--- src/rtl/imem_loader_pkg.sv ---
// ---------------------------------------------------------------------------
// imem_loader_pkg
//   Shared definitions for the instruction-memory boot loader:
//   - state_e        : loader FSM states
//   - BYTES_PER_WORD : stream bytes packed into one memory word
//   - LANE_W         : width of the byte-lane counter
//   - is_last_lane() : true when a lane index is the top byte of a word
// ---------------------------------------------------------------------------
package imem_loader_pkg;

    typedef enum logic [1:0] {
        IDLE  = 2'd0,
        LOAD  = 2'd1,
        FLUSH = 2'd2,
        DONE  = 2'd3
    } state_e;

    localparam int BYTES_PER_WORD = 4;
    localparam int LANE_W         = 2;

    function automatic logic is_last_lane(input logic [LANE_W-1:0] lane);
        return lane == LANE_W'(BYTES_PER_WORD - 1);
    endfunction

endpackage : imem_loader_pkg

--- src/rtl/imem_loader_if.sv ---
// ---------------------------------------------------------------------------
// imem_loader_if
//   Bundles the byte-stream handshake and the instruction-memory write port
//   seen by the loader.
//   Signals:
//     byte_valid / byte_data / byte_ready : byte stream, transfer on
//                                           valid && ready at a rising edge
//     mem_we / mem_addr / mem_wdata       : one-cycle word write strobe,
//                                           word address and write data
//   Modports:
//     master : stream source / memory observer (host side)
//     slave  : the loader itself
// ---------------------------------------------------------------------------
interface imem_loader_if #(
    parameter int ADDR_WIDTH = 11
);
    import imem_loader_pkg::*;

    logic                  byte_valid;
    logic [7:0]            byte_data;
    logic                  byte_ready;

    logic                  mem_we;
    logic [ADDR_WIDTH-1:0] mem_addr;
    logic [31:0]           mem_wdata;

    modport master (
        output byte_valid, byte_data,
        input  byte_ready, mem_we, mem_addr, mem_wdata
    );

    modport slave (
        input  byte_valid, byte_data,
        output byte_ready, mem_we, mem_addr, mem_wdata
    );

endinterface : imem_loader_if

--- src/rtl/imem_loader_byte_packer.sv ---
// ---------------------------------------------------------------------------
// byte_packer
//   Lane counter plus 32-bit little-endian assembly register. The first byte
//   after a clear lands in bits [7:0]; the lane wraps from 3 back to 0.
//   Ports:
//     clk             : clock
//     rst             : synchronous active-high reset
//     clear_i         : drop any partial word and restart at lane 0
//     push_i          : a byte is accepted this cycle
//     byte_i          : the byte being accepted
//     word_o          : assembled word including the byte pushed this cycle,
//                       so it is complete in the same cycle as word_complete_o
//     word_complete_o : this push fills the top lane of the word
// ---------------------------------------------------------------------------
module byte_packer
    import imem_loader_pkg::*;
(
    input  logic        clk,
    input  logic        rst,
    input  logic        clear_i,
    input  logic        push_i,
    input  logic [7:0]  byte_i,
    output logic [31:0] word_o,
    output logic        word_complete_o
);

    logic [LANE_W-1:0] lane_q, lane_d;
    logic [31:0]       word_q, word_d;

    always_comb begin
        // NOTE: every variable written here gets a default first, so no
        // path leaves it unassigned and no latch is inferred.
        lane_d = lane_q;
        word_d = word_q;
        if (clear_i) begin
            lane_d = '0;
            word_d = '0;
        end else if (push_i) begin
            // {lane, 3'b000} is lane*8: the bit offset of this byte lane.
            word_d[{lane_q, 3'b000} +: 8] = byte_i;
            // Two-bit counter wraps from 3 to 0 by itself.
            lane_d = lane_q + LANE_W'(1);
        end
    end

    // The next-state value already holds the merged byte, which lets the
    // caller register a complete word at the same edge as the last push.
    assign word_o          = word_d;
    assign word_complete_o = push_i && !clear_i && is_last_lane(lane_q);

    always_ff @(posedge clk) begin
        // NOTE: sequential state uses non-blocking assignments so every
        // register samples pre-edge values regardless of statement order.
        if (rst) begin
            lane_q <= '0;
            word_q <= '0;
        end else begin
            lane_q <= lane_d;
            word_q <= word_d;
        end
    end

endmodule : byte_packer

--- src/rtl/imem_loader.sv ---
// ---------------------------------------------------------------------------
// imem_loader
//   Boot-time writer for the SCPU instruction memory. Packs a byte stream
//   into little-endian 32-bit words, writes them to consecutive word
//   addresses from 0, keeps the CPU in reset until the load is complete and
//   keeps a modulo-2^32 checksum of the words written.
//   Ports:
//     clk          : system clock
//     rst          : synchronous active-high reset
//     start_i      : one-cycle pulse starting a load (honoured in IDLE only)
//     word_count_i : words to load, sampled on start; 0 or > DEPTH => DEPTH
//     bus          : byte stream in, memory write port out (slave modport)
//     busy_o       : load in progress (LOAD or FLUSH)
//     done_o       : load complete (terminal until reset)
//     cpu_hold_o   : CPU reset request, released only in DONE
//     checksum_o   : sum of all words written during this load
// ---------------------------------------------------------------------------
module imem_loader
    import imem_loader_pkg::*;
#(
    parameter int ADDR_WIDTH = 11,
    parameter int DEPTH      = 2048
) (
    input  logic                  clk,
    input  logic                  rst,
    input  logic                  start_i,
    input  logic [ADDR_WIDTH:0]   word_count_i,
    imem_loader_if.slave          bus,
    output logic                  busy_o,
    output logic                  done_o,
    output logic                  cpu_hold_o,
    output logic [31:0]           checksum_o
);

    localparam logic [ADDR_WIDTH:0] DEPTH_W = (ADDR_WIDTH + 1)'(DEPTH);
    localparam logic [ADDR_WIDTH:0] IDX_ONE = (ADDR_WIDTH + 1)'(1);

    state_e                state_q, state_d;
    // One bit wider than the address so reaching DEPTH words never wraps.
    logic [ADDR_WIDTH:0]   word_idx_q, word_idx_d;
    logic [ADDR_WIDTH:0]   target_q, target_d;
    logic                  mem_we_q, mem_we_d;
    logic [ADDR_WIDTH-1:0] mem_addr_q, mem_addr_d;
    logic [31:0]           mem_wdata_q, mem_wdata_d;
    logic [31:0]           checksum_q, checksum_d;

    logic                  byte_ready;
    logic                  accept;
    logic                  pack_clear;
    logic [31:0]           pack_word;
    logic                  pack_complete;
    logic [ADDR_WIDTH:0]   word_idx_inc;

    // Ready depends on state alone, never on byte_valid.
    assign byte_ready   = (state_q == LOAD);
    assign accept       = byte_ready && bus.byte_valid;
    assign word_idx_inc = word_idx_q + IDX_ONE;

    byte_packer u_packer (
        .clk             (clk),
        .rst             (rst),
        .clear_i         (pack_clear),
        .push_i          (accept),
        .byte_i          (bus.byte_data),
        .word_o          (pack_word),
        .word_complete_o (pack_complete)
    );

    always_comb begin
        state_d     = state_q;
        word_idx_d  = word_idx_q;
        target_d    = target_q;
        mem_we_d    = 1'b0;
        mem_addr_d  = mem_addr_q;
        mem_wdata_d = mem_wdata_q;
        checksum_d  = checksum_q;
        pack_clear  = 1'b0;

        unique case (state_q)
            IDLE: begin
                if (start_i) begin
                    if (word_count_i == '0 || word_count_i > DEPTH_W) begin
                        target_d = DEPTH_W;
                    end else begin
                        target_d = word_count_i;
                    end
                    word_idx_d = '0;
                    checksum_d = '0;
                    pack_clear = 1'b1;
                    state_d    = LOAD;
                end
            end

            LOAD: begin
                // The write registers load at the lane-3 handshake edge, so
                // the strobe appears in the following cycle. The packer keeps
                // accepting bytes for the next word meanwhile.
                if (pack_complete) begin
                    mem_we_d    = 1'b1;
                    mem_addr_d  = word_idx_q[ADDR_WIDTH-1:0];
                    mem_wdata_d = pack_word;
                    checksum_d  = checksum_q + pack_word;
                    word_idx_d  = word_idx_inc;
                    if (word_idx_inc == target_q) begin
                        state_d = FLUSH;
                    end
                end
            end

            // The final write is on the bus during FLUSH.
            FLUSH: state_d = DONE;

            DONE: state_d = DONE;

            default: state_d = IDLE;
        endcase
    end

    always_ff @(posedge clk) begin
        if (rst) begin
            state_q     <= IDLE;
            word_idx_q  <= '0;
            target_q    <= '0;
            mem_we_q    <= 1'b0;
            mem_addr_q  <= '0;
            mem_wdata_q <= '0;
            checksum_q  <= '0;
        end else begin
            state_q     <= state_d;
            word_idx_q  <= word_idx_d;
            target_q    <= target_d;
            mem_we_q    <= mem_we_d;
            mem_addr_q  <= mem_addr_d;
            mem_wdata_q <= mem_wdata_d;
            checksum_q  <= checksum_d;
        end
    end

    assign bus.byte_ready = byte_ready;
    assign bus.mem_we     = mem_we_q;
    assign bus.mem_addr   = mem_addr_q;
    assign bus.mem_wdata  = mem_wdata_q;

    assign busy_o     = (state_q == LOAD) || (state_q == FLUSH);
    assign done_o     = (state_q == DONE);
    assign cpu_hold_o = (state_q != DONE);
    assign checksum_o = checksum_q;

endmodule : imem_loader
--- src/flat_wrapper.sv ---
// flat-port wrapper written by rule: the top's interface ports become plain ports
module imem_loader_flat import imem_loader_pkg::*;
#(
    parameter int ADDR_WIDTH = 11,
    parameter int DEPTH      = 2048
)
  (clk, rst, start_i, word_count_i, busy_o, done_o, cpu_hold_o, checksum_o, bus_byte_valid, bus_byte_data, bus_byte_ready, bus_mem_we, bus_mem_addr, bus_mem_wdata);
  imem_loader_if #(.ADDR_WIDTH(ADDR_WIDTH)) bus_i ();
  input  logic clk;
  input  logic rst;
  input  logic start_i;
  input  logic [ADDR_WIDTH:0] word_count_i;
  output logic busy_o;
  output logic done_o;
  output logic cpu_hold_o;
  output logic [31:0] checksum_o;
  input wire logic [$bits(bus_i.byte_valid)-1:0] bus_byte_valid;
  input wire logic [$bits(bus_i.byte_data)-1:0] bus_byte_data;
  output wire logic [$bits(bus_i.byte_ready)-1:0] bus_byte_ready;
  output wire logic [$bits(bus_i.mem_we)-1:0] bus_mem_we;
  output wire logic [$bits(bus_i.mem_addr)-1:0] bus_mem_addr;
  output wire logic [$bits(bus_i.mem_wdata)-1:0] bus_mem_wdata;
  assign bus_i.byte_valid = bus_byte_valid;
  assign bus_i.byte_data = bus_byte_data;
  assign bus_byte_ready = bus_i.byte_ready;
  assign bus_mem_we = bus_i.mem_we;
  assign bus_mem_addr = bus_i.mem_addr;
  assign bus_mem_wdata = bus_i.mem_wdata;
  imem_loader #(.ADDR_WIDTH(ADDR_WIDTH), .DEPTH(DEPTH)) u_core (.clk(clk), .rst(rst), .start_i(start_i), .word_count_i(word_count_i), .bus(bus_i), .busy_o(busy_o), .done_o(done_o), .cpu_hold_o(cpu_hold_o), .checksum_o(checksum_o));
endmodule
--- config.mk ---
export PLATFORM = sky130hd
export DESIGN_NAME = imem_loader_flat
export DESIGN_NICKNAME = d
export VERILOG_FILES = /design/src/rtl/imem_loader_pkg.sv /design/src/rtl/imem_loader_if.sv /design/src/rtl/imem_loader_byte_packer.sv /design/src/rtl/imem_loader.sv /design/src/flat_wrapper.sv
export SDC_FILE = /design/constraint.sdc
export NUM_CORES = 1
export LEC_CHECK = 0
export BUFFER_PORTS_ARGS = -buffer_cell sky130_fd_sc_hd__clkbuf_2
export CAP_MARGIN = 30
export CORE_MARGIN = 3
export CORE_UTILIZATION = 58
export DETAILED_ROUTE_END_ITERATION = 10
export PLACE_DENSITY = 0.83
export SLEW_MARGIN = 40
export SYNTH_ARGS = -nofsm -noshare
export SYNTH_HDL_FRONTEND = slang
export SYNTH_SLANG_ARGS = --single-unit
--- constraint.sdc ---
create_clock -name clk -period 5.15 [get_ports clk]
set_input_delay 1.545 -clock clk [delete_from_list [all_inputs] [get_ports clk]]
set_output_delay 1.545 -clock clk [all_outputs]
set_load 0.05 [all_outputs]
**Yosys cells after proc, flatten, opt, wreduce, memory -nomap -nowiden**

Index checks and enable logic that the tools add are counted.

- Bits in registers: 136
- Bits of input ports: 24
- Output and inout bits: 80
- Word-level logic and storage cells: 59

- Add/sub/neg operators: 4
- $lt $le $gt $ge: 1
- Equality and inequality tests: 9
- Shift operators: 2
- Multiplexer cells: 17
- Bitwise operators: 1
- Reduce and logical (&&, ||, !) cells: 16

Operators by type and width:

| kind | count |
|---|---|
| $mux W32 | 4 |
| $pmux W32 S2 | 1 |
| $mux W12 | 3 |
| $add A32 B32 Y32 | 1 |
| $bwmux W32 | 1 |
| $shift A8 B7 Y32 const A | 1 |
| $shiftx A8 B7 Y32 | 1 |
| $pmux W12 S2 | 1 |
| $add A12 B1 Y12 const B | 1 |
| $eq A12 B12 Y1 | 1 |
| $gt A12 B12 Y1 const B | 1 |
| $logic_not A12 Y1 | 1 |
| $ne A2 B2 Y1 const B | 4 |
| $neg A5 Y7 | 1 |
| $eq A2 B2 Y1 const B | 3 |
| $mux W2 | 3 |
| $pmux W2 S3 | 1 |
| $reduce_and A3 Y1 | 2 |
| $reduce_or A2 Y1 | 3 |
| $reduce_and A2 Y1 | 2 |
| $logic_and A1 B1 Y1 | 3 |
| $mux W1 | 3 |
| $add A2 B1 Y2 const B | 1 |
| $eq A2 B1 Y1 const B | 1 |
| other kinds (5) | 6 |

**Logic depth before layout (Yosys ltp)**

Gate-level depths: netlist of run 1.

- Depth in word-level cells: 8
- Mapped depth: 21
- Depth with buffers taken out: 18

**By module**

From an unflattened synthesis of run 1, not the netlist that was laid out.

- Cell total of the unflattened synthesis: 876
- Area, all modules: 7,126.8 um^2

By module, submodules not included:

| module | times used | cells each | area each (um^2) |
|---|---|---|---|
| imem_loader | 1 | 704 | 5,631.7 |
| byte_packer | 1 | 172 | 1,495.2 |

**Worst setup path before layout of run 1**

No wires, ideal clock.

- Path type: input port to flip-flop
- Start point: input port bus_byte_valid
- End point: register u_core.checksum_q[22] (netlist: u_core.checksum_o[22])
- Arrival: 4,716 ps
- Path slack: 317 ps
- Cell stages on the path: 15
- Path buffers: 1
- Cells stage by stage: and2_1 -> buf_4 -> nand2_1 -> nor4b_2 -> a22oi_1 -> nor2_1 -> ha_1 -> a21o_1 -> a21o_1 -> a2111oi_0 -> o211ai_1 -> a41o_1 -> a31o_1 -> xnor2_1 -> a22o_1

- Longest elaborated chain between the ends: 6
- Elaborated cells on any way between the ends: 10
- Classes of those cells: 1 x add/sub; 1 x eq/ne; 4 x mux; 4 x reduce/logical

Ends and longest elaborated chain:

| item | RTL line | text |
|---|---|---|
| from (decl) | flat_wrapper.sv:17 | `input wire logic [$bits(bus_i.byte_valid)-1:0] bus_byte_valid;` |
| $logic_and A1 B1 Y1 | imem_loader.sv:56 | `assign accept = byte_ready && bus.byte_valid;` |
| $mux W32 | imem_loader_byte_packer.sv:38 | `end else if (push_i) begin` |
| $mux W32 | imem_loader_byte_packer.sv:35 | `if (clear_i) begin` |
| net u_core.pack_word[2] | imem_loader.sv:50 | `logic [31:0] pack_word;` |
| $add A32 B32 Y32 | imem_loader.sv:102 | `checksum_d = checksum_q + pack_word;` |
| $mux W32 | imem_loader.sv:98 | `if (pack_complete) begin` |
| $pmux W32 S2 | imem_loader.sv:79 | `unique case (state_q)` |
| to (signal assigned) | imem_loader.sv:135 | `checksum_q <= checksum_d;` |
| to (decl) | imem_loader.sv:45 | `logic [31:0] checksum_q, checksum_d;` |

The timed path passes the listed nets, and every way through them passes these cells. The select of a mux whose other input is x is not followed.
A chain may end at the register's enable or synchronous reset.

**Worst setup path in the final report of run 1**

Ends and elaborated chain as after synthesis.

==> results of run 1 <==
-- per-layer routing --
| metal | part of all wire | track usage |
|---|---|---|
| met5 | 0 | 0 |
| met4 | 0.023 | 0.112 |
| met3 | 0.084 | 0.0694 |
| met1 | 0.46 | 0.422 |
| met2 | 0.43 | 0.426 |
-- synth_stat cells, drive strengths merged (7+ instances only) --
cell / count
o21ai: 44
clkbuf: 39
ha: 41
and2: 7
a211oi: 29
nand2b: 9
a21oi: 61
xor2: 11
nor2: 148
buf: 11
nor4: 10
nor3: 17
a22oi: 42
a21o: 21
nand3: 24
inv: 10
nand2: 82
xnor2: 29
nand4: 7
dfxtp: 136
a31oi: 8
a22o: 12
-- cell families after synthesis --
kind of cell,count (synthesis)
and+or+nand+nor,334
muxes,2
AOI/OAI and AO/OA,255
xor gates and xnor gates,40
adders and majority gates,42
DFF,136
buffers and inverters,60
-- final cells by class --
class | instances | area, um2
inverter | 10 | 37.5
clock buffer | 19 | 453
clock inverter | 13 | 146
tap | 143 | 179
sequential | 136 | 2720
fill | 892 | 3260
timing repair buffer | 128 | 703
multi-input combinational | 673 | 4210
-- critical path, delay by kind of cell --
kind	cells	cell delay (ns)
fa+ha+maj	2	0.65
simple gates	4	0.60
xor+xnor	1	0.14
buf+inv	1	0.10
compound gates	8	2.16
-- timing repair --
item / 4_1_cts / 5_1_grt
endpoints found under the hold margin: 0 / 0
resized for setup: 0 / 1
endpoints found under the setup margin: 0 / 2
-- power by group --
part / internal [uW] / switching, uW
Combinational: 71.6 / 164
Clock: 741 / 474
Sequential: 1070 / 12.3
-- metrics by stage --
| stage | utilization | total power, uW |
|---|---|---|
| floorplan | - | 1250 |
| global placement | 0.669 | 1320 |
| detailed placement | 0.669 | 1330 |
| CTS | 0.720 | 2530 |
| global route | 0.721 | 2600 |
| finish | 0.721 | 2530 |
-- worst max-delay path by stage --
stage / endpoint / start / slack [ns]
6_report: u_core.checksum_o[22]$_SDFFE_PP0P_ / bus_byte_valid / 0.30
5_1_grt: u_core.checksum_o[22]$_SDFFE_PP0P_ / bus_byte_valid / 0.07
4_1_cts: u_core.checksum_o[22]$_SDFFE_PP0P_ / bus_byte_valid / 0.40
3_5_place_dp: u_core.checksum_o[22]$_SDFFE_PP0P_ / bus_byte_valid / -0.03
3_3_place_gp: u_core.checksum_o[22]$_SDFFE_PP0P_ / bus_byte_valid / -0.003
2_1_floorplan: u_core.checksum_o[22]$_SDFFE_PP0P_ / bus_byte_valid / 0.32
-- flip-flops by register name, summed over array words and instances, names as in the netlist --
name	count
u_core.bus.mem_we	1
u_core.checksum_o	32
u_core.bus.mem_addr	11
u_core.word_idx_q	12
u_core.u_packer.lane_q	2
u_core.u_packer.word_q	32
u_core.target_q	12
u_core.bus.mem_wdata	32
u_core.state_q	2
==> out/qor.csv, run 1 <==
stage,metric,value,unit
logic_synthesis,post-synthesis mux area share,0.00280,
critical_path,Worst R2R Path Depth,16,
logic_synthesis,mean post-synth cell area,8.21,um2
logic_synthesis,Post-Syn Nets,935,
final_layout,Final Non-Filler Cells,1122,
floorplanning,# IOs,104,
drt,DRT iter0 DRCs,705,
sta,pins over their slew limit,0,
status,run status,completed,
clocking,Clock Path Buffers,2,
clocking,H-tree Lvls,4,
placed_design,worst slack at placement,-0.0279,ns
final_layout,area delta synth->final,18.4,%
floorplanning,die area,13700,um2
critical_path,flop2flop setup slack,0.60,ns
critical_path,slowest CP cell,a2111oi_0,
clocking,Post-CTS Hold Fix Bufs,0,
critical_path,WS Path Type,input port to flop,
critical_path,CP max FO,8,
critical_path,arrival time at the worst endpoint,5.18,ns
logic_synthesis,"EDFF count, synth",0,
logic_synthesis,Yosys Warn Count,0,
critical_path,crit-path most repeated cell,a21o_1,
logic_synthesis,Post-Syn Instances,869,
critical_path,CP peak stage delay,0.60,ns
logic_synthesis,XOR/XNOR share of the synthesized area,0.0491,
drt,Vias per Instance,6.05,
floorplanning,die width,117,um
sta,setup tns final,0,ns
logic_synthesis,Synth Area in Compound Gates,0.242,
sta,Fin Hold WS,0.451,ns
logic_synthesis,"area leader, netlist",dfxtp_1,
sta,RSZ-0062 raised after global routing,false,
drt,routed len/inst,17.4,um
power_and_ir_drop,peak supply drop,0.176,mV
min_path,worst min path class,flop to flop,
logic_synthesis,Synth cell types,72,
logic_synthesis,main combinational cell family by area after synthesis,compound AO/OA/AOI/OAI gates,
critical_path,worst r2r dst,u_core.checksum_o[22]$_SDFFE_PP0P_,
clocking,Sink Count,136,
sta,Worst Max-Slew Pin Slew,0.825,ns
drt,Initial DRT Pass Iterations,5,
sta,FMAX,0.206,GHz
logic_synthesis,Synth Area in Simple Gates,0.218,
global_route,initial antenna violation count,0,
critical_path,RR Startpoint,u_core.u_packer.lane_q[0]$_SDFFE_PP0N_,
logic_synthesis,Synth Area in Adders,0.0747,
sta,# setup viols final,0,
min_path,Hold Crit Depth,2,
global_route,largest net degree at the start of global routing,67,
logic_synthesis,"FF+latch count, synth",136,
sta,Max-slew headroom,0.446,
critical_path,CP required,5.47,ns
clocking,CTS tree,yes,
final_layout,layout cells sized above 1,0.185,
floorplanning,Starting Density,0.610,
clocking,total CTS buffers,17,
final_layout,Nets,1032,
logic_synthesis,sequential share of the synthesized area,0.381,
global_route,vias in the first global route,6117,
logic_synthesis,Post-synth top flop,dfxtp_1,
floorplanning,core box area,11700,um2
critical_path,worst path cell trace,clkbuf_2 -> and2_1 -> nand2_1 -> nor4b_1 -> a21oi_1 -> nor2_1 -> ha_1 -> fa_1 -> a21o_1 -> a21o_1 -> a2111oi_0 -> o211ai_1 -> a41o_1 -> a31o_1 -> xnor2_1 -> a22o_1,
sta,Final Hold Viols,0,
run,Max Cap Violations,0,
clocking,Clock transition at path regs,0.06,ns
floorplanning,row cnt,39,
logic_synthesis,mapped cell area,7140,um2
drt,DRC errors left,0,
logic_synthesis,ys async rst share,0,
global_route,remaining global-route overflow,0,
drt,"antenna viol nets, final",0,
floorplanning,Die Span Y,117,um
sta,final cycle utilization of the critical path,0.943,
final_layout,n_diodes,0,
final_layout,"commonest cells after routing, fill and taps aside","146 x nor2_1, 136 x dfxtp_1, 103 x clkbuf_2, 81 x nand2_1, 61 x a21oi_1",
global_route,All-Layer GR Usage,0.293,
power_and_ir_drop,Static Leak,0.00355,uW
min_path,worst hold endpoint,u_core.bus.mem_wdata[24]$_SDFFE_PP0P_,
critical_path,crit path capture type,flop,
final_layout,final instance area,8450,um2
global_route,first-pass GRT wire length,31.6,mm
final_layout,"commonest non-fill, non-tap cell in the layout",nor2_1,
logic_synthesis,post-synth top area share,0.381,
drt,vias,6785,
clocking,postcts setup bufs,0,
placed_design,placed cell area,7840,um2
placed_design,placed insts,1090,
clocking,clk_lat worst skew,0.43,ns
critical_path,CP startpoint kind,input port,
clocking,CTS Root Buffer Type,clkbuf_16,
sta,Final Skew,0.00613,ns
power_and_ir_drop,Pwr Density,299,nW/um2
min_path,Hold Startpoint,u_core.bus.mem_wdata[24]$_SDFFE_PP0P_,
placed_design,HPWL Detailed,14.2,mm
sta,Final WS setup,0.295,ns
sta,Period minus WS final,4.85,ns
logic_synthesis,main area contributors after synthesis,"dfxtp_1 38%, nor2_1 7.7%, ha_1 7.2%, a22oi_1 4.3%, a21oi_1 4.3%",
placed_design,port bufs,103,
placed_design,RD Place Congestion,0.937,
drt,WL final,19.5,mm
(Power assumes the default switching activity.)
==> run 2: changes to the inputs <==
==> constraint.sdc (replaced) <==
create_clock -name clk -period 5.15 [get_ports clk]
set_input_delay 1.03 -clock clk [delete_from_list [all_inputs] [get_ports clk]]
set_output_delay 1.03 -clock clk [all_outputs]
set_load 0.05 [all_outputs]
==> out/qor.csv, run 2 (synthesized netlist as in run 1, its figures left out) <==
stage,metric,value,unit
final_layout,n_diodes,0,
global_route,grt met2 use,0.409,
run,Max Cap Violations,0,
final_layout,layout cells sized above 1,0.171,
final_layout,Final Core Density,0.714,
drt,DRT iter0 DRCs,743,
final_layout,"commonest cells after routing, fill and taps aside","146 x nor2_1, 136 x dfxtp_1, 103 x clkbuf_2, 81 x nand2_1, 61 x a21oi_1",
clocking,H-tree Lvls,4,
final_layout,area delta synth->final,17.2,%
drt,Vias per Instance,6.09,
global_route,met3 usage,0.0602,
global_route,first-pass GRT wire length,30.2,mm
sta,FMAX,0.211,GHz
critical_path,WS Path Type,flop to flop,
critical_path,CP max FO,10,
clocking,CTS tree,yes,
drt,DRC errors left,0,
placed_design,worst slack at placement,0.0941,ns
status,run status,completed,
sta,Final Skew,0.00692,ns
placed_design,HPWL Detailed,13.7,mm
clocking,Sink Count,136,
final_layout,"commonest non-fill, non-tap cell in the layout",nor2_1,
sta,Max-slew headroom,0.432,
placed_design,RD Place Congestion,0.913,
min_path,worst min path class,flop to flop,
floorplanning,die width,117,um
floorplanning,core box area,11700,um2
drt,WL final,19.2,mm
global_route,met1 usage,0.418,
global_route,busiest layer in global routing,met1,
clocking,clk_lat worst skew,0.42,ns
sta,final cycle utilization of the critical path,0.920,
clocking,total CTS buffers,17,
final_layout,Layout fillers,943,
sta,Worst Max-Slew Pin Slew,0.846,ns
drt,Initial DRT Pass Iterations,5,
power_and_ir_drop,Design Power,2530,uW
placed_design,port bufs,103,
sta,Final WS setup,0.412,ns
floorplanning,# IOs,104,
critical_path,CP required,5.46,ns
sta,Final Hold Viols,0,
sta,Period minus WS final,4.74,ns
critical_path,crit path capture type,flop,
power_and_ir_drop,peak supply drop,0.224,mV
global_route,initial antenna violation count,0,
floorplanning,die area,13700,um2
drt,routed len/inst,17.4,um
sta,setup tns final,0,ns
global_route,remaining global-route overflow,0,
sta,Fin Hold WS,0.453,ns
floorplanning,row cnt,39,
critical_path,arrival time at the worst endpoint,5.04,ns
critical_path,CP startpoint kind,flop,
power_and_ir_drop,Pwr Density,302,nW/um2
final_layout,Nets,1019,
clocking,Clock Path Buffers,2,
clocking,postcts setup bufs,0,
drt,vias,6743,
power_and_ir_drop,Static Leak,0.00349,uW
floorplanning,Die Span Y,117,um
sta,RSZ-0062 raised after global routing,false,
global_route,largest net degree at the start of global routing,53,
drt,"antenna viol nets, final",0,
global_route,All-Layer GR Usage,0.280,
sta,# setup viols final,0,
sta,pins over their slew limit,0,
floorplanning,Starting Density,0.610,
clocking,Clock transition at path regs,0.06,ns
clocking,CTS Root Buffer Type,clkbuf_16,
global_route,vias in the first global route,5866,
==> run 2: worst max-delay path, stage by stage (launching register included) <==
cell	delay (ns)
dfxtp_1	0.32
inv_1	0.10
ha_1	0.37
and2_1	0.37
nand2_1	0.32
nor4b_4	0.53
a22oi_1	0.20
nor2_1	0.15
ha_1	0.29
a21o_1	0.19
a21o_1	0.22
a2111oi_1	0.49
o211ai_1	0.18
a41o_1	0.30
a31o_1	0.26
xnor2_1	0.14
a22o_1	0.20
==> run 2: final cells by class <==
class | count | area, um2 | share of cell area
multi-input combinational | 673 | 4210 | 0.503
sequential | 136 | 2720 | 0.325
timing repair buffer | 115 | 621 | 0.0742
clock buffer | 21 | 450 | 0.0538
tap | 143 | 179 | 0.0214
clock inverter | 10 | 145 | 0.0173
inverter | 10 | 37.5 | 0.00449
==> run 2: through the flow <==
stage / std cells / area, um2
finish: 1108 / 8370
CTS: 1108 / 8350
global route: 1108 / 8370
detailed placement: 1077 / 7750
global placement: 1075 / 7720
floorplan: 869 / 7140
==> run 2: power by group <==
group | total [uW] | internal, uW | switching (uW)
clock | 1230 | 775 | 451
combinational | 222 | 62.5 | 159
sequential | 1080 | 1070 | 11.6
==> run 2: path summary, 6_finish.rpt <==
path	startpoint	end	slack, ns	depth (start not counted)
setup / recovery	u_core.state_q[1]$_SDFFE_PP0P_	u_core.checksum_o[22]$_SDFFE_PP0P_	0.41	16
hold / removal	u_core.bus.mem_wdata[24]$_SDFFE_PP0P_	u_core.bus.mem_wdata[24]$_SDFFE_PP0P_	0.45	2
setup reg to reg	u_core.state_q[1]$_SDFFE_PP0P_	u_core.checksum_o[22]$_SDFFE_PP0P_	0.41	16
hold reg to reg	u_core.bus.mem_wdata[24]$_SDFFE_PP0P_	u_core.bus.mem_wdata[24]$_SDFFE_PP0P_	0.45	2
==> run 2: timing repair <==
action / 4_1_cts / 5_1_grt
resized for setup: 0 / 2
setup endpoints to repair: 0 / 6
hold buffers: 0 / 0
==> run 2: routing by layer <==
metal | wire length [um] | vias to the layer above
met2 | 8280 | 293
li1 | - | 3296
met5 | 0 | -
met3 | 1760 | 37
met4 | 309 | 0
met1 | 8870 | 3117
